==> config.mk <==
export PLATFORM = sky130hd
export DESIGN_NAME = bound_flasher_fsm_flat
export DESIGN_NICKNAME = d
export VERILOG_FILES = /design/src/rtl/bound_flasher_fsm_if.sv /design/src/rtl/bound_flasher_fsm.sv /design/src/flat_wrapper.sv
export SDC_FILE = /design/constraint.sdc
export NUM_CORES = 1
export LEC_CHECK = 0
export ABC_AREA = 1
export CAP_MARGIN = 30
export CORE_MARGIN = 5
export CORE_UTILIZATION = 35
export CTS_CLUSTER_DIAMETER = 80
export DETAILED_ROUTE_END_ITERATION = 12
export GPL_TIMING_DRIVEN = 0
export SYNTH_ARGS = -nofsm -noshare
export SYNTH_HDL_FRONTEND = slang
export SYNTH_SLANG_ARGS = --single-unit
==> constraint.sdc <==
create_clock -name clk -period 1.7 [get_ports clk]
set_clock_uncertainty 0.1 [all_clocks]
set_input_delay 0.34 -clock clk [delete_from_list [all_inputs] [get_ports clk]]
set_output_delay 0.34 -clock clk [all_outputs]
set_load 0.005 [all_outputs]
==> src/rtl/bound_flasher_fsm_if.sv <==
// rtl/bound_flasher_fsm_if.sv - flick request in, state/lamp bar/tick out of the bound flasher sequencer
interface bound_flasher_fsm_if;
  logic        flick;
  logic [2:0]  current;
  logic [4:0]  lamp_cnt;
  logic [15:0] lamps;
  logic        tick;

  modport master (
    output flick,
    input  current,
    input  lamp_cnt,
    input  lamps,
    input  tick
  );

  modport slave (
    input  flick,
    output current,
    output lamp_cnt,
    output lamps,
    output tick
  );
endinterface

==> src/rtl/bound_flasher_fsm.sv <==
// rtl/bound_flasher_fsm.sv - 7-state bound flasher sequencer with 16-lamp thermometer bar
// Optional BF_FLICK_LATCH_EN: flick pulses between step ticks are held until the next tick.
module bound_flasher_fsm #(
  parameter int STEP_DIV = 1
) (
  input  logic               clk,
  input  logic               rst_n,
  bound_flasher_fsm_if.slave bus
);

  localparam int            PW        = (STEP_DIV > 1) ? $clog2(STEP_DIV) : 1;
  localparam logic [PW-1:0] PRESC_MAX = PW'(STEP_DIV - 1);

  typedef enum logic [2:0] {
    S0_IDLE  = 3'd0,
    S1_UP16  = 3'd1,
    S2_DN5   = 3'd2,
    S3_UP11  = 3'd3,
    S4_DN0   = 3'd4,
    S5_UP6   = 3'd5,
    S6_DN0   = 3'd6
  } state_t;

  state_t        r_state;
  state_t        w_state_next;
  logic [4:0]    r_lamp_cnt;
  logic [4:0]    w_lamp_cnt_next;
  logic [PW-1:0] r_presc;
  logic [PW-1:0] w_presc_next;
  logic          r_tick;
  logic          w_step;
  logic          w_flick;
  logic          w_kick_pt;
  logic [15:0]   w_lamps;

  assign w_step       = (r_presc == PRESC_MAX);
  assign w_presc_next = w_step ? '0 : r_presc + PW'(1);
  assign w_kick_pt    = (r_lamp_cnt == 5'd6) || (r_lamp_cnt == 5'd11);

`ifdef BF_FLICK_LATCH_EN
  logic r_flick_flag;

  // The flag is consumed by the tick that samples it, so it clears on every step.
  always_ff @(posedge clk or negedge rst_n) begin
    if (!rst_n) begin
      r_flick_flag <= 1'b0;
    end else if (w_step) begin
      r_flick_flag <= 1'b0;
    end else if (bus.flick) begin
      r_flick_flag <= 1'b1;
    end
  end

  assign w_flick = bus.flick | r_flick_flag;
`else
  assign w_flick = bus.flick;
`endif

  // r_tick announces that the coming clock edge is a step edge.
  always_ff @(posedge clk or negedge rst_n) begin
    if (!rst_n) begin
      r_state    <= S0_IDLE;
      r_lamp_cnt <= '0;
      r_presc    <= '0;
      r_tick     <= 1'b0;
    end else begin
      r_state    <= w_state_next;
      r_lamp_cnt <= w_lamp_cnt_next;
      r_presc    <= w_presc_next;
      r_tick     <= (w_presc_next == PRESC_MAX);
    end
  end

  always_comb begin
    w_state_next    = r_state;
    w_lamp_cnt_next = r_lamp_cnt;
    if (r_state > S6_DN0) begin
      w_state_next    = S0_IDLE;
      w_lamp_cnt_next = '0;
    end else if (w_step) begin
      case (r_state)
        S0_IDLE: begin
          if (w_flick) w_state_next = S1_UP16;
        end
        S1_UP16: begin
          if (w_flick && w_kick_pt)        w_state_next    = S2_DN5;
          else if (r_lamp_cnt == 5'd16)    w_state_next    = S2_DN5;
          else                             w_lamp_cnt_next = r_lamp_cnt + 5'd1;
        end
        S2_DN5: begin
          if (r_lamp_cnt == 5'd5)          w_state_next    = S3_UP11;
          else                             w_lamp_cnt_next = r_lamp_cnt - 5'd1;
        end
        S3_UP11: begin
          // Kickback at 11 wins over the normal exit to S4.
          if (w_flick && w_kick_pt)        w_state_next    = S2_DN5;
          else if (r_lamp_cnt == 5'd11)    w_state_next    = S4_DN0;
          else                             w_lamp_cnt_next = r_lamp_cnt + 5'd1;
        end
        S4_DN0: begin
          if (r_lamp_cnt == 5'd0)          w_state_next    = S5_UP6;
          else                             w_lamp_cnt_next = r_lamp_cnt - 5'd1;
        end
        S5_UP6: begin
          if (r_lamp_cnt == 5'd6)          w_state_next    = S6_DN0;
          else                             w_lamp_cnt_next = r_lamp_cnt + 5'd1;
        end
        S6_DN0: begin
          if (r_lamp_cnt == 5'd0)          w_state_next    = S0_IDLE;
          else                             w_lamp_cnt_next = r_lamp_cnt - 5'd1;
        end
        default: begin
          w_state_next    = S0_IDLE;
          w_lamp_cnt_next = '0;
        end
      endcase
    end
  end

  always_comb begin
    w_lamps = '0;
    for (int i = 0; i < 16; i++) begin
      w_lamps[i] = (5'(i) < r_lamp_cnt);
    end
  end

  assign bus.current  = r_state;
  assign bus.lamp_cnt = r_lamp_cnt;
  assign bus.lamps    = w_lamps;
  assign bus.tick     = r_tick;

endmodule

==> src/flat_wrapper.sv <==
// flat-port wrapper written by rule: the top's interface ports become plain ports
module bound_flasher_fsm_flat 
#(
  parameter int STEP_DIV = 1
)
  (clk, rst_n, bus_flick, bus_current, bus_lamp_cnt, bus_lamps, bus_tick);
  bound_flasher_fsm_if bus_i ();
  input  logic clk;
  input  logic rst_n;
  input wire logic [$bits(bus_i.flick)-1:0] bus_flick;
  output wire logic [$bits(bus_i.current)-1:0] bus_current;
  output wire logic [$bits(bus_i.lamp_cnt)-1:0] bus_lamp_cnt;
  output wire logic [$bits(bus_i.lamps)-1:0] bus_lamps;
  output wire logic [$bits(bus_i.tick)-1:0] bus_tick;
  assign bus_i.flick = bus_flick;
  assign bus_current = bus_i.current;
  assign bus_lamp_cnt = bus_i.lamp_cnt;
  assign bus_lamps = bus_i.lamps;
  assign bus_tick = bus_i.tick;
  bound_flasher_fsm #(.STEP_DIV(STEP_DIV)) u_core (.clk(clk), .rst_n(rst_n), .bus(bus_i));
endmodule
# Word-level counts from Yosys, hierarchy flattened
# Index checks and enable logic that the tools add are counted.
[classes] n_addsub=3 n_mul=0 n_div=0 order_cmp=17 n_eq_ne=26 shifts=0 muxes=23 n_bitwise=1 n_reduce_logical=7
[op_table] cell="5-bit two-way mux" count=9
[op_table] cell="4-bit by 5-bit < comparator with 1-bit output (first input constant)" count=8
[op_table] cell="3-bit two-way mux" count=11
[op_table] cell="5-bit case mux with 6 select lines" count=1
[op_table] cell="3-bit by 2-bit inequality test with 1-bit output (second input constant)" count=8
[op_table] cell="3-bit case mux with 7 select lines" count=1
[op_table] cell="3-bit by 5-bit < comparator with 1-bit output (first input constant)" count=4
[op_table] cell="3-bit by 1-bit inequality test with 1-bit output (second input constant)" count=4
[op_table] cell="5-bit by 3-bit == test with 1-bit output (second input constant)" count=2
[op_table] cell="1-bit by 5-bit < comparator with 1-bit output (first input constant)" count=2
[op_table] cell="2-bit by 5-bit < comparator with 1-bit output (first input constant)" count=2
[op_table] cell="3-bit == test (second input constant)" count=3
[op_table] cell="9-bit AND reduction" count=1
[op_table] cell="4-bit by 1-bit inequality test with 1-bit output (second input constant)" count=2
[op_table] cell="8-bit AND reduction" count=1
[op_table] cell="3-bit by 2-bit == test with 1-bit output (second input constant)" count=2
[op_table] cell="5-bit by 1-bit adder with 5-bit output (second input constant)" count=1
[op_table] cell="5-bit by 4-bit == test with 1-bit output (second input constant)" count=1
[op_table] cell="5-bit == test (second input constant)" count=1
[op_table] cell="5-bit zero test" count=1
[op_table] cell="5-bit by 1-bit subtractor with 5-bit output (second input constant)" count=1
[op_table] cell="3-bit by 1-bit == test with 1-bit output (second input constant)" count=1
[op_table] cell="3-bit > comparator (second input constant)" count=1
[op_table] cell="3-bit zero test" count=1
[op_table] cell="8 further kinds" count=8
[totals] reg_bits=10 latchBits=0 ramBits=0 rom_bits=0 in_bits=3 out_inout_bits=25 elab_cells=81 n_memories=0

# Logic depth before layout (Yosys ltp)
# Gate-level depths: netlist (run 1).
[depth] ltp_word=7 ltp_mapped=12 depth_no_buf=12

# Worst setup path before layout (run 1)
# No wires, ideal clock.
[synth_path] kind="reg-to-reg" startpoint="register u_core.r_lamp_cnt[0] (netlist: u_core.bus.lamp_cnt[0])" endpoint="register u_core.r_lamp_cnt[0] (netlist: u_core.bus.lamp_cnt[0])" setup_ps=118 t_arrival_ps=1486 required_ps=1482 path_slack_ps=-3 stages_incl_launch_ff=13 path_buffers=0 synth_period_minus_slack_ps=1703 cell_sequence="dfrtp_1 inv_2 ha_1 nand2_1 inv_1 nand2_1 nand2_2 nand2_4 nand2_2 nand2_4 nand3_4 nand2_1 nand2_1"
[synth_via] elab_chain_len=6 word_cells_on_any_way=27 cone_classes="add/sub (2); eq/ne (11); mux (10); reduce/logical (4)"
[synth_lines] item="start, declared" line="bound_flasher_fsm.sv:26" rtl="logic [4:0] r_lamp_cnt;"
[synth_lines] item="start signal, assigned" line="bound_flasher_fsm.sv:68" rtl="r_lamp_cnt <= w_lamp_cnt_next;"
[synth_lines] item="5-bit by 1-bit adder with 5-bit output" line="bound_flasher_fsm.sv:88, bound_flasher_fsm.sv:98, bound_flasher_fsm.sv:106"
[synth_lines] item="5-bit two-way mux, on equally long branches" line="bound_flasher_fsm.sv:97, bound_flasher_fsm.sv:87"
[synth_lines] item="5-bit two-way mux, on equally long branches" line="bound_flasher_fsm.sv:96, bound_flasher_fsm.sv:86"
[synth_lines] item="5-bit case mux with 6 select lines" line="bound_flasher_fsm.sv:81" rtl="case (r_state)"
[synth_lines] item="5-bit two-way mux" line="bound_flasher_fsm.sv:80" rtl="end else if (w_step) begin"
[synth_lines] item="5-bit two-way mux" line="bound_flasher_fsm.sv:77" rtl="if (r_state > S6_DN0) begin"
# Parallel ways exist; a longest one is shown, timed or not. The select of a mux whose other input is x is not followed.
# A chain may end at the register's enable or synchronous reset.

# Worst setup path in the final report (run 1)
[layout_path] startpoint="register u_core.r_lamp_cnt[3] (netlist: u_core.bus.lamp_cnt[3])" endpoint="register u_core.r_state[1] (netlist: u_core.bus.current[1])"
[layout_via] elab_chain_len=7 word_cells_on_any_way=19 cone_classes="eq/ne (10); mux (5); reduce/logical (4)"
[layout_lines] item="5-bit by 3-bit == test with 1-bit output or 5-bit by 4-bit == test with 1-bit output (tied branches)" line="bound_flasher_fsm.sv:38, bound_flasher_fsm.sv:105, bound_flasher_fsm.sv:97"
[layout_lines] item="1-bit logical OR" line="bound_flasher_fsm.sv:38" rtl="assign w_kick_pt = (r_lamp_cnt == 5'd6) || (r_lamp_cnt == 5'd11);"
[layout_lines] item="1-bit logical AND" line="bound_flasher_fsm.sv:86, bound_flasher_fsm.sv:96"
[layout_lines] item="3-bit two-way mux, on equally long branches" line="bound_flasher_fsm.sv:96, bound_flasher_fsm.sv:86"
[layout_lines] item="3-bit case mux with 7 select lines" line="bound_flasher_fsm.sv:81"
[layout_lines] item="3-bit two-way mux" line="bound_flasher_fsm.sv:80"
[layout_lines] item="3-bit two-way mux" line="bound_flasher_fsm.sv:77"
[layout_lines] item="end signal, assigned" line="bound_flasher_fsm.sv:67" rtl="r_state <= w_state_next;"
[layout_lines] item="end, declared" line="bound_flasher_fsm.sv:24" rtl="state_t r_state;"
# Parallel ways exist; a longest one is shown, timed or not. The select of a mux whose other input is x is not followed.

==> results of run 1 <==
[logic make-up after synthesis]
group / share of synthesized area
compound gates: 0.0649
other cells: 0.00367
buf+inv: 0.0858
fa+ha+maj: 0.0613
mux: 0.0110
simple gates: 0.544
flops: 0.221
xor+xnor: 0.00858
[critical path, cell delays in order (launching register included)]
cell                      delay (ns)
sky130_fd_sc_hd__dfrtp_2        0.47
sky130_fd_sc_hd__buf_6          0.15
sky130_fd_sc_hd__nor2_4         0.15
sky130_fd_sc_hd__buf_6          0.14
sky130_fd_sc_hd__nand2_4        0.06
sky130_fd_sc_hd__nand2_4        0.10
sky130_fd_sc_hd__nand2_8        0.08
sky130_fd_sc_hd__nand2_4        0.11
sky130_fd_sc_hd__inv_2          0.05
sky130_fd_sc_hd__nor2_4         0.12
sky130_fd_sc_hd__nand3_1        0.11
sky130_fd_sc_hd__nand2_1        0.08
[power by group]
group / switching [W] / total [W] / leakage, nW / internal (W)
Clock: 0.0000646 / 0.000154 / 0.0150 / 0.0000898
Combinational: 0.00157 / 0.00298 / 0.905 / 0.00141
Sequential: 0.000168 / 0.000482 / 0.105 / 0.000314
Total: 0.00180 / 0.00361 / 1.03 / 0.00181
[repair_timing]
action                     4_1_cts  5_1_grt
hold buffers                     0        0
buffers inserted                31       13
setup endpoints to repair       30       25
resized for setup               88       71
pin swaps                        7       26
[metrics by stage]
stage | setup slack, ns | util | cell area, sq um | setup TNS [ns]
2_1_floorplan | 0.0837 | - | 1020 | 0
3_3_place_gp | -0.334 | 0.479 | 1330 | -4.37
3_5_place_dp | -0.381 | 0.479 | 1330 | -4.85
4_1_cts | -0.176 | 0.590 | 1640 | -1.12
5_1_grt | -0.196 | 0.681 | 1890 | -2.24
6_report | -0.101 | 0.681 | 1890 | -0.945
[synthesized netlist by cell type]
library cell               count
sky130_fd_sc_hd__xor2_1        1
sky130_fd_sc_hd__nor2_4        1
sky130_fd_sc_hd__nand2_2       5
sky130_fd_sc_hd__inv_1        12
sky130_fd_sc_hd__o21ai_1       1
sky130_fd_sc_hd__nand3_2       4
sky130_fd_sc_hd__conb_1        1
sky130_fd_sc_hd__buf_4         1
sky130_fd_sc_hd__nand2_4       2
sky130_fd_sc_hd__nand4_1       9
sky130_fd_sc_hd__nand3_4       1
sky130_fd_sc_hd__o21ai_0       9
sky130_fd_sc_hd__nand3_1      17
sky130_fd_sc_hd__inv_2         8
sky130_fd_sc_hd__a32oi_1       1
sky130_fd_sc_hd__nor2_2        4
sky130_fd_sc_hd__buf_2         1
sky130_fd_sc_hd__nor2_1       16
sky130_fd_sc_hd__ha_1          5
sky130_fd_sc_hd__nand2_1      53
sky130_fd_sc_hd__o21a_1        1
sky130_fd_sc_hd__mux2_1        1
sky130_fd_sc_hd__nand3b_1      1
sky130_fd_sc_hd__dfrtp_1       9
[layout by cell type, fill, tap and decap left out, drive strengths merged]
| cell type | instances |
|---|---|
| nand2 | 60 |
| o21a | 1 |
| dfrtp | 9 |
| clkdlybuf4s50 | 5 |
| dlymetal6s2s | 1 |
| clkbuf | 7 |
| nand4 | 9 |
| o21ai | 10 |
| a32oi | 1 |
| xor2 | 1 |
| nand3b | 1 |
| mux2 | 1 |
| nor2 | 21 |
| inv | 20 |
| conb | 1 |
| dlygate4sd2 | 4 |
| buf | 55 |
| clkdlybuf4s15 | 2 |
| ha | 5 |
| nand3 | 22 |
[metal layers]
layer  vias up  GRT usage
li1        685          -
met1       661      0.205
met2        35      0.291
met3         4     0.0245
met4         0     0.0442
met5         -          0
[layout make-up]
type                       count  area [sq um]  share of cell area
sequential                     9           234               0.124
clock buffer                   4          26.3              0.0139
buffer                         2          18.8             0.00991
tap                           31          38.8              0.0205
multi-input combinational    133           925               0.488
timing repair buffer          68           562               0.297
inverter                      20          90.1              0.0476
[flip-flops by register name (all words and copies together), names as in the netlist]
signal / flops
u_core.bus.lamp_cnt: 5
u_core.bus.current: 3
u_core.bus.tick: 1
[final timing paths]
path / startpoint / to / slack (ns) / cells after the start
setup / recovery: u_core.bus.lamp_cnt[3] / u_core.bus.current[1] / -0.10 / 11
hold / removal: rst_n / u_core.bus.lamp_cnt[2] / 0.28 / 1
setup reg to reg: u_core.bus.lamp_cnt[3] / u_core.bus.current[1] / -0.10 / 11
hold reg to reg: u_core.bus.current[1] / u_core.bus.current[1] / 0.48 / 2
max in group asynchronous: rst_n / u_core.bus.current[2] / 0.92 / 1
min in group clk: u_core.bus.current[1] / u_core.bus.current[1] / 0.48 / 2
==> results.md, run 1 <==
- The clock buffer count from CTS is 3.
- Summing every instance area after synthesis gives a little over 1000 sq um.
- Across every metal layer, demand over resource in global routing totals 0.164.
- Fill cells in the final layout number between 200 and 250.
- The finished layout holds about 270 standard cells, fillers aside.
- The CTS tree is done.
- The net count reported at finish is roughly 250.
- The data required time of the worst path is between 1.5 and 2 ns.
- Clock tree synthesis found a total of 9 sinks.
- The number of buffers inserted by port buffering is 27.
- The worst-path maximum fanout is 5.
- Summed over all layers, the global routing overflow is 0.
- The number of antenna violations at the first check in global routing was 0.
- The number of vias per cell is 5.19.
- The kind of critical path is register to register.
- The maximum vdd ir drop is 1.14 mV.
- The final critical-path required period is about 1.8 ns.
- Wires add up to roughly 3900 microns.
- At the worst endpoint, the arrival time is 1.88 ns.
- The floorplan step defined a core boundary enclosing roughly 2800 sq um.
- For this design the ratio of total power to cell area is 1910 nW/um^2.
- Yosys attributes the largest share of cell area to sky130_fd_sc_hd__dfrtp_1, sky130_fd_sc_hd__nand2_1, sky130_fd_sc_hd__nand3_1, sky130_fd_sc_hd__ha_1, sky130_fd_sc_hd__nor2_1.
- The type of element capturing the critical path is a register.
- The detail route stage leaves a number of antenna-violating nets equal to 0.
- STA classifies the critical path startpoint as a register.
- The number of diodes added for antenna fixing is 0.
- The design draws around 0.0036 W.
- The post-synthesis sequential area ratio is 0.221.
- The checks that failed: setup timing.
- The share of the clock period used by the worst path after layout is 1.06.
- Of the cells placed in the final design, the portion with a size suffix greater than 1 is 0.559.
- The share of Yosys cell area claimed by the top area cell type is 0.221.
- The clock input transition at the sequential cells of the worst setup and hold paths is 0.05 ns.
- Summed over all instances, the cell type with the most area after synthesis is sky130_fd_sc_hd__dfrtp_1.
- The met2 wire length is approximately 2000 microns.
- The die is about 64 microns wide.
- The number of synthesized register bits is 9.
- The count of endpoints failing setup in the final report is 14.
- The placed cell count is 222.
- The via count of the first global-routing pass is roughly 1,200.
- The floorplan row count is 19.
- The clock root buffer is sky130_fd_sc_hd__clkbuf_4.
- Detailed placement finished with a half-perimeter wire length of 2180 microns.
- A synthesized cell averages a little over 6 sq um.
- Across all setup checks in the final design, the least slack found is -0.101 ns.
- During I/O placement, the number of pins put on the boundary was 28.
- The first-pass iteration count of the detailed router is 4.
- For this block, the via count after detailed routing is between 1,000 and 1,500.
- The number of pins with negative max-slew slack in the final report is 0.
- Synthesis instantiated 24 different standard cells from the library.
- The die is ~64 microns tall.
- Derived from the worst setup path, the maximum achievable clock frequency is between 0.5 and 0.6 GHz.
- The clock network latency to the later pin of the worst-skew pair is approximately 0.25 ns.
- From synthesis to final layout, the design area changed by 85.5%.
- Max-cap violations in this run came to 0.
- The run finished, with violations left.
- The met1 wire length is 1690 microns.
- The number of DRC violations after detailed-routing iteration 0 is 60.
- The die covers a little over 4000 sq um.
- Yosys printed 0 warnings.
- The highest metal layer carrying signal wires in the routed design is met4.
- Setup repair after global routing could not meet its margin everywhere.
- The pin count of the biggest net entering global routing is 12.
- The worst-case clock buffer depth is 2.
- The number of nets handed over by synthesis was around 170.
- The number of design rule violations left after detail routing is 0.
- In the synthesized netlist, the number of instances is 164.
- The level count of the clock H-tree is 1.
- After detailed routing, the met3 layer carries about 140 microns of wire.
- At the end of routability-driven placement, the weighted congestion stood at 0.825.
- Hold is met by between 0.2 and 0.3 ns.
- The tightest min-delay check is of the input pin to asynchronous set/reset pin type.
- For this design the static power due to leakage is about 1 nW.
- The first-pass GRT wire length is around 5600 microns.
- In the final routed layout, each cell accounts on average for ~15 microns.
- The final number of hold-violating endpoints came to 0.
- The initial utilization of the core area, before any placement, comes to 0.367.
No activity file was read; power rests on OpenSTA's default activity.
==> run 2: changes to the inputs <==
--- a/config.mk
+++ b/config.mk
@@ -7,11 +7,11 @@
 export LEC_CHECK = 0
 export ABC_AREA = 1
 export CAP_MARGIN = 30
-export CORE_MARGIN = 5
 export CORE_UTILIZATION = 35
 export CTS_CLUSTER_DIAMETER = 80
 export DETAILED_ROUTE_END_ITERATION = 12
 export GPL_TIMING_DRIVEN = 0
+export SKIP_CTS_REPAIR_TIMING = 1
 export SYNTH_ARGS = -nofsm -noshare
 export SYNTH_HDL_FRONTEND = slang
 export SYNTH_SLANG_ARGS = --single-unit
==> run 2 against run 1 <==
Net effect: the run still ends with setup timing left; combinational power fell by 2%; register-to-register slack improved by 0.02 ns; fmax decreased by 2.3%; first-iteration DRC count shrank 45%; sequential share of layout area rose by 0.17 points; clock power up 3%; critical path type is now register to output port; largest cell class unchanged.
==> results.md, run 2 (synthesized netlist as in run 1, its figures left out) <==
- The power density relative to cell area is between 1500 and 2000 nW/um^2.
- Summed over all layers, the global routing overflow is 0.
- The worst-case clock buffer depth is 2.
- The floorplan has 19 rows.
- The total leakage power is about 1.1 nW.
- The number of primary I/O pins is 28.
- The starting density of the core is 0.370.
- The tool flagged a number of max-cap violations equal to 0.
- At the end of the flow, the number of nets in the layout was ~240.
- The clock network latency to the later pin of the worst-skew pair is ~0.25 ns.
- The final reports fail on setup timing.
- The library cell used most frequently in the layout, excluding fill and tap cells, is sky130_fd_sc_hd__nand2_1.
- The share of the clock period used by the worst path after layout is 1.08.
- The kind of critical path is register to output port.
- The weighted congestion at the end of routability-driven global placement is 0.851.
- Wire segments on met3 add up to about 170 microns in the final route.
- After detailed routing, the total wire length is ~3700 microns.
- The finished cells cover about 1900 sq um.
- The number of antenna violations at the first check in global routing is 0.
- The number of buffers inserted by port buffering is 27.
- After clock tree synthesis, the clock-pin slew on the worst setup and hold paths is 0.06 ns.
- The vias after detailed routing is between 1,000 and 1,500.
- The die span in x is between 50 and 60 microns.
- The area of the core is approximately 2800 sq um.
- The data required time of the worst path is roughly 1.3 ns.
- The number of diodes added for antenna fixing is 0.
- The run finished, with violations left.
- The number of vias per cell is ~5.3.
- The number of pins with negative max-slew slack in the final report is 0.
- Static timing analysis puts the maximum clock frequency at 0.543 GHz.
- STA classifies the critical path startpoint as a register.
- The wire length per cell after detailed routing is 14.0 microns.
- Clock tree synthesis inserted a total of 3 buffers.
- For the final routed database, the setup TNS stands at -1.64 ns.
- The number of DRC violations after detailed-routing iteration 0 is 33.
- The placed wire-length estimate is a little over 2000 microns.
- STA classifies the critical path endpoint as an output port.
- Setup violations remaining at the end of the flow were counted as 19.
- The area added between synthesis and finish is 83.1%.
- The total placed instance area is 1330 sq um.
- The sequential cell area is around 230 sq um.
- The clock drives 9 sinks.
- The level count of the clock H-tree is 1.
- The number of flip-flops under the largest register name is 5.
- VDD sags by at most around 1.1 mV.
- The first-pass GRT wire length is 4230 microns.
- The number of inserted filler cells in the final layout is 221.
- The top layer reached by signal wires is met4.
- The overall track demand over capacity in global routing is 0.165.
- At the end of the flow the core is filled with cells to 0.678.
- The post-place setup slack is -0.321 ns.
- The final number of hold-violating endpoints came to 0.
- The type of the most critical hold path is input pin to asynchronous set/reset pin.
- The met1 wire length is 1560 microns.
- The library cells used most frequently in the layout, excluding fill and tap cells, are sky130_fd_sc_hd__nand2_1, sky130_fd_sc_hd__buf_4, sky130_fd_sc_hd__nand3_1.
- For this run, the detailed router's first-pass iteration total came to 4.
- The CTS tree is done.
- For this run, design rule violations remaining after detail routing come to 0.
- The die is between 50 and 60 microns tall.
- The pin count of the biggest net entering global routing is 12.
- The met2 wire length is 1860 microns.
- The smallest clock period supported by the final layout is computed as 1.84 ns.
- The die covers 3140 sq um.
- Of the cells placed in the final design, the portion with a size suffix greater than 1 is 0.470.
- Of all nets on the critical path, the largest fanout is 8.
- Summing all multi-input logic gate instances after layout gives 880 sq um.
- The via count of the first global-routing pass is between 900 and 1,000.
- Setup repair after global routing could not meet its margin everywhere.
- The data arrival time at the worst-slack endpoint is ~1.4 ns.
- After layout, the worst setup slack is -0.143 ns.
- The clock root buffer is sky130_fd_sc_hd__clkbuf_4.
- The count of nets left with antenna violations once routing finished came out at 0.
run 2: changes by cell type in the layout (fill, tap and decap cells not counted), sizes merged:
cell           change
clkinv             +3
dlymetal6s2s       +9
clkdlybuf4s50      +3
dlygate4sd2        -4
clkbuf             +2
clkdlybuf4s15      -2
buf               -15
inv                -2
run 2: report_power, final:
group	switching (W)	internal [W]	total [W]
Clock	0.0000688	0.0000901	0.000159
Combinational	0.00149	0.00143	0.00292
Sequential	0.000160	0.000314	0.000474
Total	0.00172	0.00183	0.00355
run 2: final cells by class:
cell class | count | share of cell area
Buffer | 2 | 0.0100
Clock buffer | 4 | 0.0141
Inverter | 20 | 0.0535
Multi-Input combinational cell | 133 | 0.471
Sequential cell | 9 | 0.125
Tap cell | 31 | 0.0207
Timing Repair Buffer | 61 | 0.303
Timing Repair inverter | 1 | 0.00268
run 2: path summary, 6_finish.rpt:
path | startpoint | endpoint | slack [ns] | cells past startpoint
min in group clk | u_core.bus.lamp_cnt[1] | u_core.bus.lamp_cnt[1] | 0.47 | 2
worst min register to register | u_core.bus.lamp_cnt[1] | u_core.bus.lamp_cnt[1] | 0.47 | 2
worst max-delay path | u_core.bus.lamp_cnt[2] | bus_lamps[4] | -0.14 | 7
max in group asynchronous | rst_n | u_core.bus.lamp_cnt[3] | 0.90 | 1
worst max register to register | u_core.bus.lamp_cnt[1] | u_core.bus.lamp_cnt[3] | -0.08 | 11
worst min-delay path | rst_n | u_core.bus.tick | 0.29 | 1
run 2: stage by stage:
| stage | hold slack (ns) | total power [W] | cells |
|---|---|---|---|
| final | 0.285 | 0.00355 | 261 |
| after global placement | 0.502 | 0.00238 | 222 |
| after CTS | 0.286 | 0.00256 | 226 |
| after floorplan | -0.0556 | 0.00160 | 164 |
| after global routing | 0.303 | 0.00381 | 261 |
| after detailed placement | 0.506 | 0.00239 | 222 |
run 2: routing by layer:
metal | vias to the layer above | GRT usage
li1 | 666 | -
met1 | 656 | 0.224
met2 | 45 | 0.277
met3 | 7 | 0.0233
met4 | 0 | 0.0348
met5 | - | 0
run 2: worst max-delay path: stages (launching register included):
cell	delay, ns
sky130_fd_sc_hd__dfrtp_1	0.44
sky130_fd_sc_hd__buf_6	0.18
sky130_fd_sc_hd__buf_4	0.14
sky130_fd_sc_hd__nor2_4	0.10
sky130_fd_sc_hd__inv_2	0.05
sky130_fd_sc_hd__nand2_1	0.07
sky130_fd_sc_hd__inv_1	0.03
sky130_fd_sc_hd__dlymetal6s2s_1	0.14
==> run 3: changes to the inputs <==
--- a/config.mk
+++ b/config.mk
@@ -12,6 +12,7 @@
 export DETAILED_ROUTE_END_ITERATION = 12
 export GPL_TIMING_DRIVEN = 0
 export SKIP_CTS_REPAIR_TIMING = 1
+export SKIP_LAST_GASP = 1
 export SYNTH_ARGS = -nofsm -noshare
 export SYNTH_HDL_FRONTEND = slang
 export SYNTH_SLANG_ARGS = --single-unit
==> run 3 against run 2 <==
Net effect: the flow still finishes with violations (setup timing); clock power is essentially flat; clock-buffer cell count unchanged; critical path depth decreased by 2; highest routed layer unchanged; setup slack got worse by 0.026 ns; via count decreased by 0.80%; flip-flop and latch count stayed put.
==> results.md, run 3 (synthesized netlist as in run 1, its figures left out) <==
- Setup repair after global routing could not meet its margin everywhere.
- The placed wire-length estimate is 2040 microns.
- The floorplan row count is 19.
- In this run the deepest clock path goes through 2 buffers.
- Once layout is complete, the utilization of the core stands at 0.676.
- The cell class contributing the biggest share of worst-path delay is buffers and inverters.
- The clock root buffer is sky130_fd_sc_hd__clkbuf_4.
- For this run, the detailed router's first-pass iteration total came to 4.
- The combined buffer and inverter count along the critical path is 4.
- For the final routed database, the setup TNS stands at -1.87 ns.
- Leaving out fill and tap cells, the most frequent cells in the layout are sky130_fd_sc_hd__nand2_1, sky130_fd_sc_hd__buf_4, sky130_fd_sc_hd__nand3_1.
- The number of pins with negative max-slew slack in the final report came to 0.
- After floorplanning, the core was sized to cover between 2000 and 3000 sq um.
- The via count of the first global-routing pass is 996.
- The final number of hold-violating endpoints was 0.
- The total power after layout is 0.00351 W.
- The number of buffers inserted by port buffering is 27.
- The post-place setup slack is -0.321 ns.
- The checks that failed: setup timing.
- Relative to the synthesized area, the layout overhead comes to 82.7%.
- The area of the die is 3140 sq um.
- The total routed wirelength is 3470 microns.
- Setup violations remaining at the end of the flow were counted as 21.
- At the end of routability-driven placement, the weighted congestion stood at about 0.85.
- The critical path is of the register to output port type.
- The pin count of the biggest net entering global routing is 12.
- In this run the register-to-register setup slack is -0.08 ns.
- The number of max-capacitance violations reported is 0.
- After detailed placement, the total cell area comes to 1330 sq um.
- The data arrival time at the worst-slack endpoint is approximately 1.4 ns.
- In this run the number of H-tree levels came out at 1.
- 28 I/O pins were placed.
- The number of antenna violations at the first check in global routing is 0.
- Across all setup checks in the final design, the least slack found is -0.168 ns.
- The total global routing overflow is 0.
- In this run the power density over the cells is 1880 nW/um^2.
- The sort of element at the start of the critical path is a register.
- The count of antenna-violating nets left after detailed routing is 0.
- The first global-routing pass estimated 4230 microns of wire.
- Leaving out fill and tap cells, the most frequent cell in the layout is sky130_fd_sc_hd__nand2_1.
- The overall track demand over capacity in global routing is 0.165.
- The clock input transition at the sequential cells of the worst setup and hold paths is approximately 0.060 ns.
- In the final routed layout, each cell accounts on average for about 13 microns.
- For this block, the via count after detailed routing is approximately 1,400.
- At the end of the flow, the number of nets in the layout was around 240.
- The clock network latency to the later pin of the worst-skew pair is 0.25 ns.
- Of all nets on the critical path, the largest fanout is 7.
- The total leakage power is 1.08 nW.
- The flow ran to the end, but the final reports show violations.
- The number of vias per cell is 5.22.
- The data required time of the worst path is approximately 1.3 ns.
- The largest individual stage delay along the critical path comes from the cell sky130_fd_sc_hd__dfrtp_2.
- In this run, the number of DRC markers left after iteration 0 of detailed routing was 42.
- The fraction of final layout cells sized beyond drive strength 1 is 0.452.
- The number of diodes added for antenna fixing is 0.
- The CTS tree is done.
- Counting the buffers created by CTS gives 3.
- The starting density of the core is 0.370.
- The die is between 50 and 60 microns wide.
- The design area is about 1900 sq um.
- The maximum operating frequency is 0.535 GHz.
- The number of flip-flops under the largest register name is 5.
- The maximum vdd ir drop is ~1.1 mV.
- The clock sink total is 9.
- The type of element capturing the critical path is an output port.
- The routed design could run at a clock period as short as ~1.9 ns.
- Measured along the y axis, the die boundary spans roughly 56 microns.
- The number of design rule violations left after detail routing is 0.
- In this run the worst hold path is classified as input pin to asynchronous set/reset pin.
- On the worst path, the slowest cell contributes a delay of roughly 0.44 ns.
- The signal on the critical path passes through buf_6 > inv_8 > buf_4 > o21ai_0 > dlymetal6s2s_1.
- The share of the clock period used by the worst path after layout is 1.10.
==> run 3: metal layers <==
layer	GRT usage	share of wire	vias to the layer above
met5	0	0	-
met4	0.0348	0.020	0
met3	0.0233	0.051	8
met2	0.277	0.51	44
met1	0.224	0.42	643
li1	-	-	668
==> run 3: stage by stage <==
| stage | hold WS, ns | instances |
|---|---|---|
| 6_report | 0.276 | 261 |
| 5_1_grt | 0.303 | 261 |
| 4_1_cts | 0.286 | 226 |
| 2_1_floorplan | -0.0556 | 164 |
| 3_5_place_dp | 0.506 | 222 |
| 3_3_place_gp | 0.502 | 222 |
==> run 3: cell type report <==
cell class                      count  area (sq um)
Inverter                           20           100
Fill cell                         227           892
Sequential cell                     9           234
Timing Repair inverter              1          5.00
Timing Repair Buffer               61           571
Multi-Input combinational cell    133           872
Clock buffer                        4          26.3
Tap cell                           31          38.8
Buffer                              2          18.8
==> run 3: final timing paths <==
| kind | start | to | cells past startpoint |
|---|---|---|---|
| max in group asynchronous | rst_n | u_core.bus.lamp_cnt[1] | 1 |
| min in group clk | u_core.bus.lamp_cnt[1] | u_core.bus.lamp_cnt[1] | 2 |
| max | u_core.bus.lamp_cnt[3] | bus_lamps[13] | 5 |
| min | rst_n | u_core.bus.tick | 1 |
| max reg2reg | u_core.bus.lamp_cnt[3] | u_core.bus.current[0] | 12 |
| min reg2reg | u_core.bus.lamp_cnt[1] | u_core.bus.lamp_cnt[1] | 2 |
==> run 3: report_power, final <==
| part | switching [W] | internal, W | total, W |
|---|---|---|---|
| Clock | 0.0000683 | 0.0000900 | 0.000158 |
| Sequential | 0.000159 | 0.000314 | 0.000473 |
| Combinational | 0.00144 | 0.00144 | 0.00288 |
==> patch 1, RTL diff (config.mk and constraints of run 1) <==
One comparison of `r_lamp_cnt` changes from == to >=.
--- a/src/rtl/bound_flasher_fsm.sv
+++ b/src/rtl/bound_flasher_fsm.sv
@@ -84,7 +84,7 @@
         end
         S1_UP16: begin
           if (w_flick && w_kick_pt)        w_state_next    = S2_DN5;
-          else if (r_lamp_cnt == 5'd16)    w_state_next    = S2_DN5;
+          else if (r_lamp_cnt >= 5'd16)    w_state_next    = S2_DN5;
           else                             w_lamp_cnt_next = r_lamp_cnt + 5'd1;
         end
         S2_DN5: begin
Behaviour: no difference found for any inputs over 10 cycles, from zero or initial values and one cycle with rst_n low; that may be too few to reach the edited logic, so the function may still have changed.
==> patch 1 against run 1 <==
The run still ends with setup timing left. Routed wire length shrank 4.4%. Design area grew 1.4%. Via count grew 0.58%. Worst setup slack lost 0.022 ns. Count of clock-buffer cells in the layout is the same. Power shrank 0.45%. Area after synthesis grew 1.8%. Combinational power grew 1%. Sequential cell count is the same. Largest cell class unchanged.
==> patch 1: results (changes against run 1) <==
status finished, violations left; failing checks setup timing; Leak 0.001073 uW (+4.7%); non-filler cells, final 269 (+0.75%); pre-CTS WS -0.3524 ns (+0.02906 ns); final critical-path setup slack -0.1231 ns (-0.02228 ns); total track usage 16.58% (+0.15 points); first-pass GRT wire length 5651 um (+0.37%); Min Hold Slack 0.2809 ns (+0.001955 ns); Avg Vias per Cell 5.178 (-0.17%); Worst VDD drop 0.001252 V (+9.4%); top cells by count, synth nand2_1 (52), inv_1 (18), nand3_1 (15), nor2_1 (12), o21ai_0 (11); CP Data Arrival Time 1.38 ns (-0.50 ns); post-DP HPWL 2102 um (-3.4%); setup violators final 17 (+3); DR WL/cell 13.83 um (-5.1%); detailed router's first-iteration violation count 52 (-13%); Post-Syn Instances 165 (+0.61%); placer congestion estimate 0.8104 (-1.7%); vias in the first global route 1,313 (+5.9%); ranking of synthesized cells by area dfrtp_1 (22%), nand2_1 (19%), nand3_1 (7.2%), inv_1 (6.5%), ha_1 (6.0%); hold crit path type input port to async pin; Unique masters post-synth 26 (+8.3%); Clock Latency Late Sink 0.25 ns (about the same); CP max FO 3 (-2); final-stage net count 247 (+0.82%); fillers 221 (+3.8%); main flop type after synthesis dfrtp_1; Placed Cells incl. Taps 223 (+0.45%)
## patch 1: changes by cell type after synthesis, moves of 2 or more
cell	delta
a21oi_1	+2
inv_2	-4
o21ai_0	+2
inv_1	+6
nand3_1	-2
nor2_1	-4
## patch 1: logic make-up (layout without fill, tap and decap cells)
group | after synthesis | after routing | share of synthesized area, %
simple gates | 104 | 104 | 49.82
buf+inv | 28 | 101 | 12.03
compound gates | 18 | 18 | 10.11
flops | 9 | 9 | 21.66
fa+ha+maj | 5 | 5 | 6.017
other cells | 1 | 1 | 0.3607
## patch 1: what timing repair did
action,in CTS,in global routing
setup endpoints to repair,29,25
pin swaps,18,20
gates resized for setup,111,31
setup buffers,35,8
## patch 1: final timing paths
| kind | startpoint | endpoint | cells past startpoint |
|---|---|---|---|
| max | u_core.bus.lamp_cnt[1]$_DFFE_PN0P_ | bus_lamps[1] | 8 |
| min | rst_n | u_core.bus.lamp_cnt[2]$_DFFE_PN0P_ | 1 |
| max reg2reg | u_core.bus.lamp_cnt[1]$_DFFE_PN0P_ | u_core.bus.lamp_cnt[3]$_DFFE_PN0P_ | 13 |
| min reg2reg | u_core.bus.current[1]$_DFFE_PN0P_ | u_core.bus.current[1]$_DFFE_PN0P_ | 2 |
| max in group asynchronous | rst_n | u_core.bus.lamp_cnt[0]$_DFFE_PN0P_ | 1 |
| min in group clk | u_core.bus.current[1]$_DFFE_PN0P_ | u_core.bus.current[1]$_DFFE_PN0P_ | 2 |
## patch 1: through the flow
step                      utilization [%]  instance area, um2  setup TNS (ns)
after floorplan                         -                1040               0
after global placement              48.08                1349          -4.870
after detailed placement            48.08                1349          -5.175
after CTS                           62.58                1755         -0.9121
after global routing                68.47                1921          -2.459
final                               68.47                1921          -1.130
## patch 1: report_power, final
part           leakage [uW]  internal [uW]  switching [uW]
sequential         0.000108            307             116
combinational      0.000951           1470            1550
clock             0.0000150           89.9            65.9
total               0.00107           1870            1730
## patch 1: layer usage
layer  up-vias  global-route usage, %  share of wire, %
met5         -                      0                 0
met3         8                  1.727               5.0
met1       662                  18.86                39
li1        682                      -                 -
met2        41                  32.22                54
met4         0                  5.013               1.5
## patch 1: final cells by class
class / instances / area share [%]
Buffer: 5 / 2.410
Clock buffer: 4 / 1.368
Tap cell: 31 / 2.020
Inverter: 23 / 5.798
Sequential cell: 9 / 12.05
Multi-Input combinational cell: 128 / 45.15
Timing Repair Buffer: 69 / 31.21
## patch 1: critical path, stage by stage, from the launching register on
cell     delay, ns
dfrtp_2       0.45
buf_6         0.13
nor2_4        0.11
nand2_2       0.07
inv_2         0.07
nand2_1       0.07
nand2_1       0.07
inv_1         0.04
buf_2         0.11
==> patch 2, RTL diff (settings of run 1) <==
Without the edit above. Add a define of `BF_FLICK_LATCH_EN`.
--- a/src/rtl/bound_flasher_fsm.sv
+++ b/src/rtl/bound_flasher_fsm.sv
@@ -1,5 +1,7 @@
 // rtl/bound_flasher_fsm.sv - 7-state bound flasher sequencer with 16-lamp thermometer bar
 // Optional BF_FLICK_LATCH_EN: flick pulses between step ticks are held until the next tick.
+`define BF_FLICK_LATCH_EN
+
 module bound_flasher_fsm #(
   parameter int STEP_DIV = 1
 ) (
Function: same outputs for any inputs over 10 cycles, from zero or initial values and one cycle with rst_n low; that may be too few to reach the edited logic, so the function may still have changed.
==> patch 2 against run 1 <==
The run still ends with setup timing left. Highest routed layer unchanged. Design area rose by 2.9%. Sequential cell count did not move. Power increased by 2.5%. Routed wire length increased by 7.3%. Critical endpoint is now bus_lamps[8]. Clock power is 7% higher. Critical path type is now flop to output port. Worst setup slack got worse by 0.055 ns. Area after synthesis down 0.74%. Cell count is 1.1% higher.
==> patch 2: results (changes against run 1) <==
status finished, violations left; failing checks setup timing; Leak 0.001092 uW (+6.5%); final critical-path setup slack -0.1557 ns (-0.05491 ns); largest net degree at the start of global routing 10 (-2); adder-cell share of the synthesized area 4.938% (-1.2 points); post-DP HPWL 2041 um (-6.2%); DP Area 1329 um2 (-0.19%); Compound-Gate Fraction of Synth Area 9.383% (+2.9 points); multiplexer area fraction after synthesis 0% (-1.1 points); final-stage net count 247 (+0.82%); setup violators final 20 (+6); sequential area share after synthesis 22.22% (+0.16 points); flop2flop setup slack -0.12 ns (-0.02 ns); share of layout cells above drive strength 1 55.65% (-0.28 points); antenna diode count 0 (unchanged); detailed router's first-iteration violation count 91 (+52%); initial antenna violation count 0 (unchanged); placer congestion estimate 0.8044 (-2.4%); ranking of synthesized cells by area dfrtp_1 (22%), nand2_1 (19%), inv_1 (7.0%), nand3_1 (6.9%), nor2_1 (5.6%); total track usage 18.97% (+2.5 points); H-tree depth 1 (unchanged); Mapped Nets 168 (-2.3%); Min Hold Slack 0.2714 ns (-0.007569 ns); Worst VDD drop 0.001354 V (+18%); CP Data Arrival Time 1.42 ns (-0.46 ns); post-synthesis xor/xnor area fraction 0% (-0.86 points); setup TNS -1.833 ns (-0.8885 ns); vias in the first global route 1,385 (+12%); top cells by count, synth nand2_1 (51), inv_1 (19), nor2_1 (15), nand3_1 (14), o21ai_0 (11); first-pass GRT wire length 6306 um (+12%); Critical Path Max Stage Delay 0.45 ns (-0.02 ns); DR WL/cell 15.46 um (+6.1%); crit path max-delay cell type dfrtp_2; via count 1,430 (+3.2%)
-- patch 2: changes by cell type in the layout (fill, tap and decap cells not counted), sizes merged, moves of 3 or more --
cell	run 1	this run
buf	55	62
inv	20	23
nand2	60	57
nand3	22	19
-- patch 2: per-layer routing --
layer  GRT usage (%)  routed length [um]  up-vias
met5               0                   0        -
met3           5.079                 237       13
met2           35.18                2179       59
met4           6.753                 114        0
met1           20.32                1644      687
li1                -                   -      671
-- patch 2: cell type report --
cell class / count / area, um2
multi-input cells: 125 / 852.1
fillers: 212 / 808.3
repair buffers: 74 / 665.6
flip-flops and latches: 9 / 232.7
inverters: 24 / 110.1
well taps: 31 / 38.79
clock buffers: 4 / 26.28
plain buffers: 3 / 23.77
-- patch 2: report_power, final --
group	total, uW	switching, uW	leakage [uW]	internal (uW)
logic	3110	1570	0.000970	1530
clock network	165	74.9	0.0000150	90.4
registers	434	125	0.000107	309
-- patch 2: kinds of logic (layout without fill, tap and decap cells) --
family / count (synthesis) / after routing
AO/OA/AOI/OAI: 17 / 17
adder cells (fa/ha/maj): 4 / 4
buffers and inverters: 27 / 105
flip-flops: 9 / 9
other: 1 / 1
AND/OR/NAND/NOR: 103 / 103
-- patch 2: critical path, delay by kind of cell, from the launching register on --
family | cells | cell delay (ns)
buf+inv | 3 | 0.38
flops | 1 | 0.45
simple gates | 4 | 0.32
-- patch 2: final timing paths --
check                                              startpoint                                  to  cells past startpoint
min in group clk            u_core.bus.current[0]$_DFFE_PN0P_   u_core.bus.current[0]$_DFFE_PN0P_                      2
min reg2reg                 u_core.bus.current[0]$_DFFE_PN0P_   u_core.bus.current[0]$_DFFE_PN0P_                      2
max reg2reg                u_core.bus.lamp_cnt[1]$_DFFE_PN0P_  u_core.bus.lamp_cnt[3]$_DFFE_PN0P_                     12
max                        u_core.bus.lamp_cnt[1]$_DFFE_PN0P_                        bus_lamps[8]                      7
max in group asynchronous                               rst_n   u_core.bus.current[1]$_DFFE_PN0P_                      1
min                                                     rst_n  u_core.bus.lamp_cnt[2]$_DFFE_PN0P_                      1
-- patch 2: timing repair --
action / CTS / global route
pin swaps: 25 / 20
endpoints found under the setup margin: 30 / 27
gates cloned: 0 / 0
endpoints found under the hold margin: 0 / 0
buffers inserted: 32 / 18
hold buffers: 0 / 0
gates resized for setup: 116 / 41
-- patch 2: metrics by stage --
step | power, uW | setup slack [ns] | std cells | util (%)
after CTS | 3054 | -0.1133 | 254 | 62.02
after floorplan | 1542 | 0.01812 | 161 | -
after global routing | 4018 | -0.2193 | 270 | 70.69
final | 3706 | -0.1557 | 270 | 70.69
after global placement | 2279 | -0.4452 | 219 | 48.19
after detailed placement | 2296 | -0.4561 | 219 | 48.19
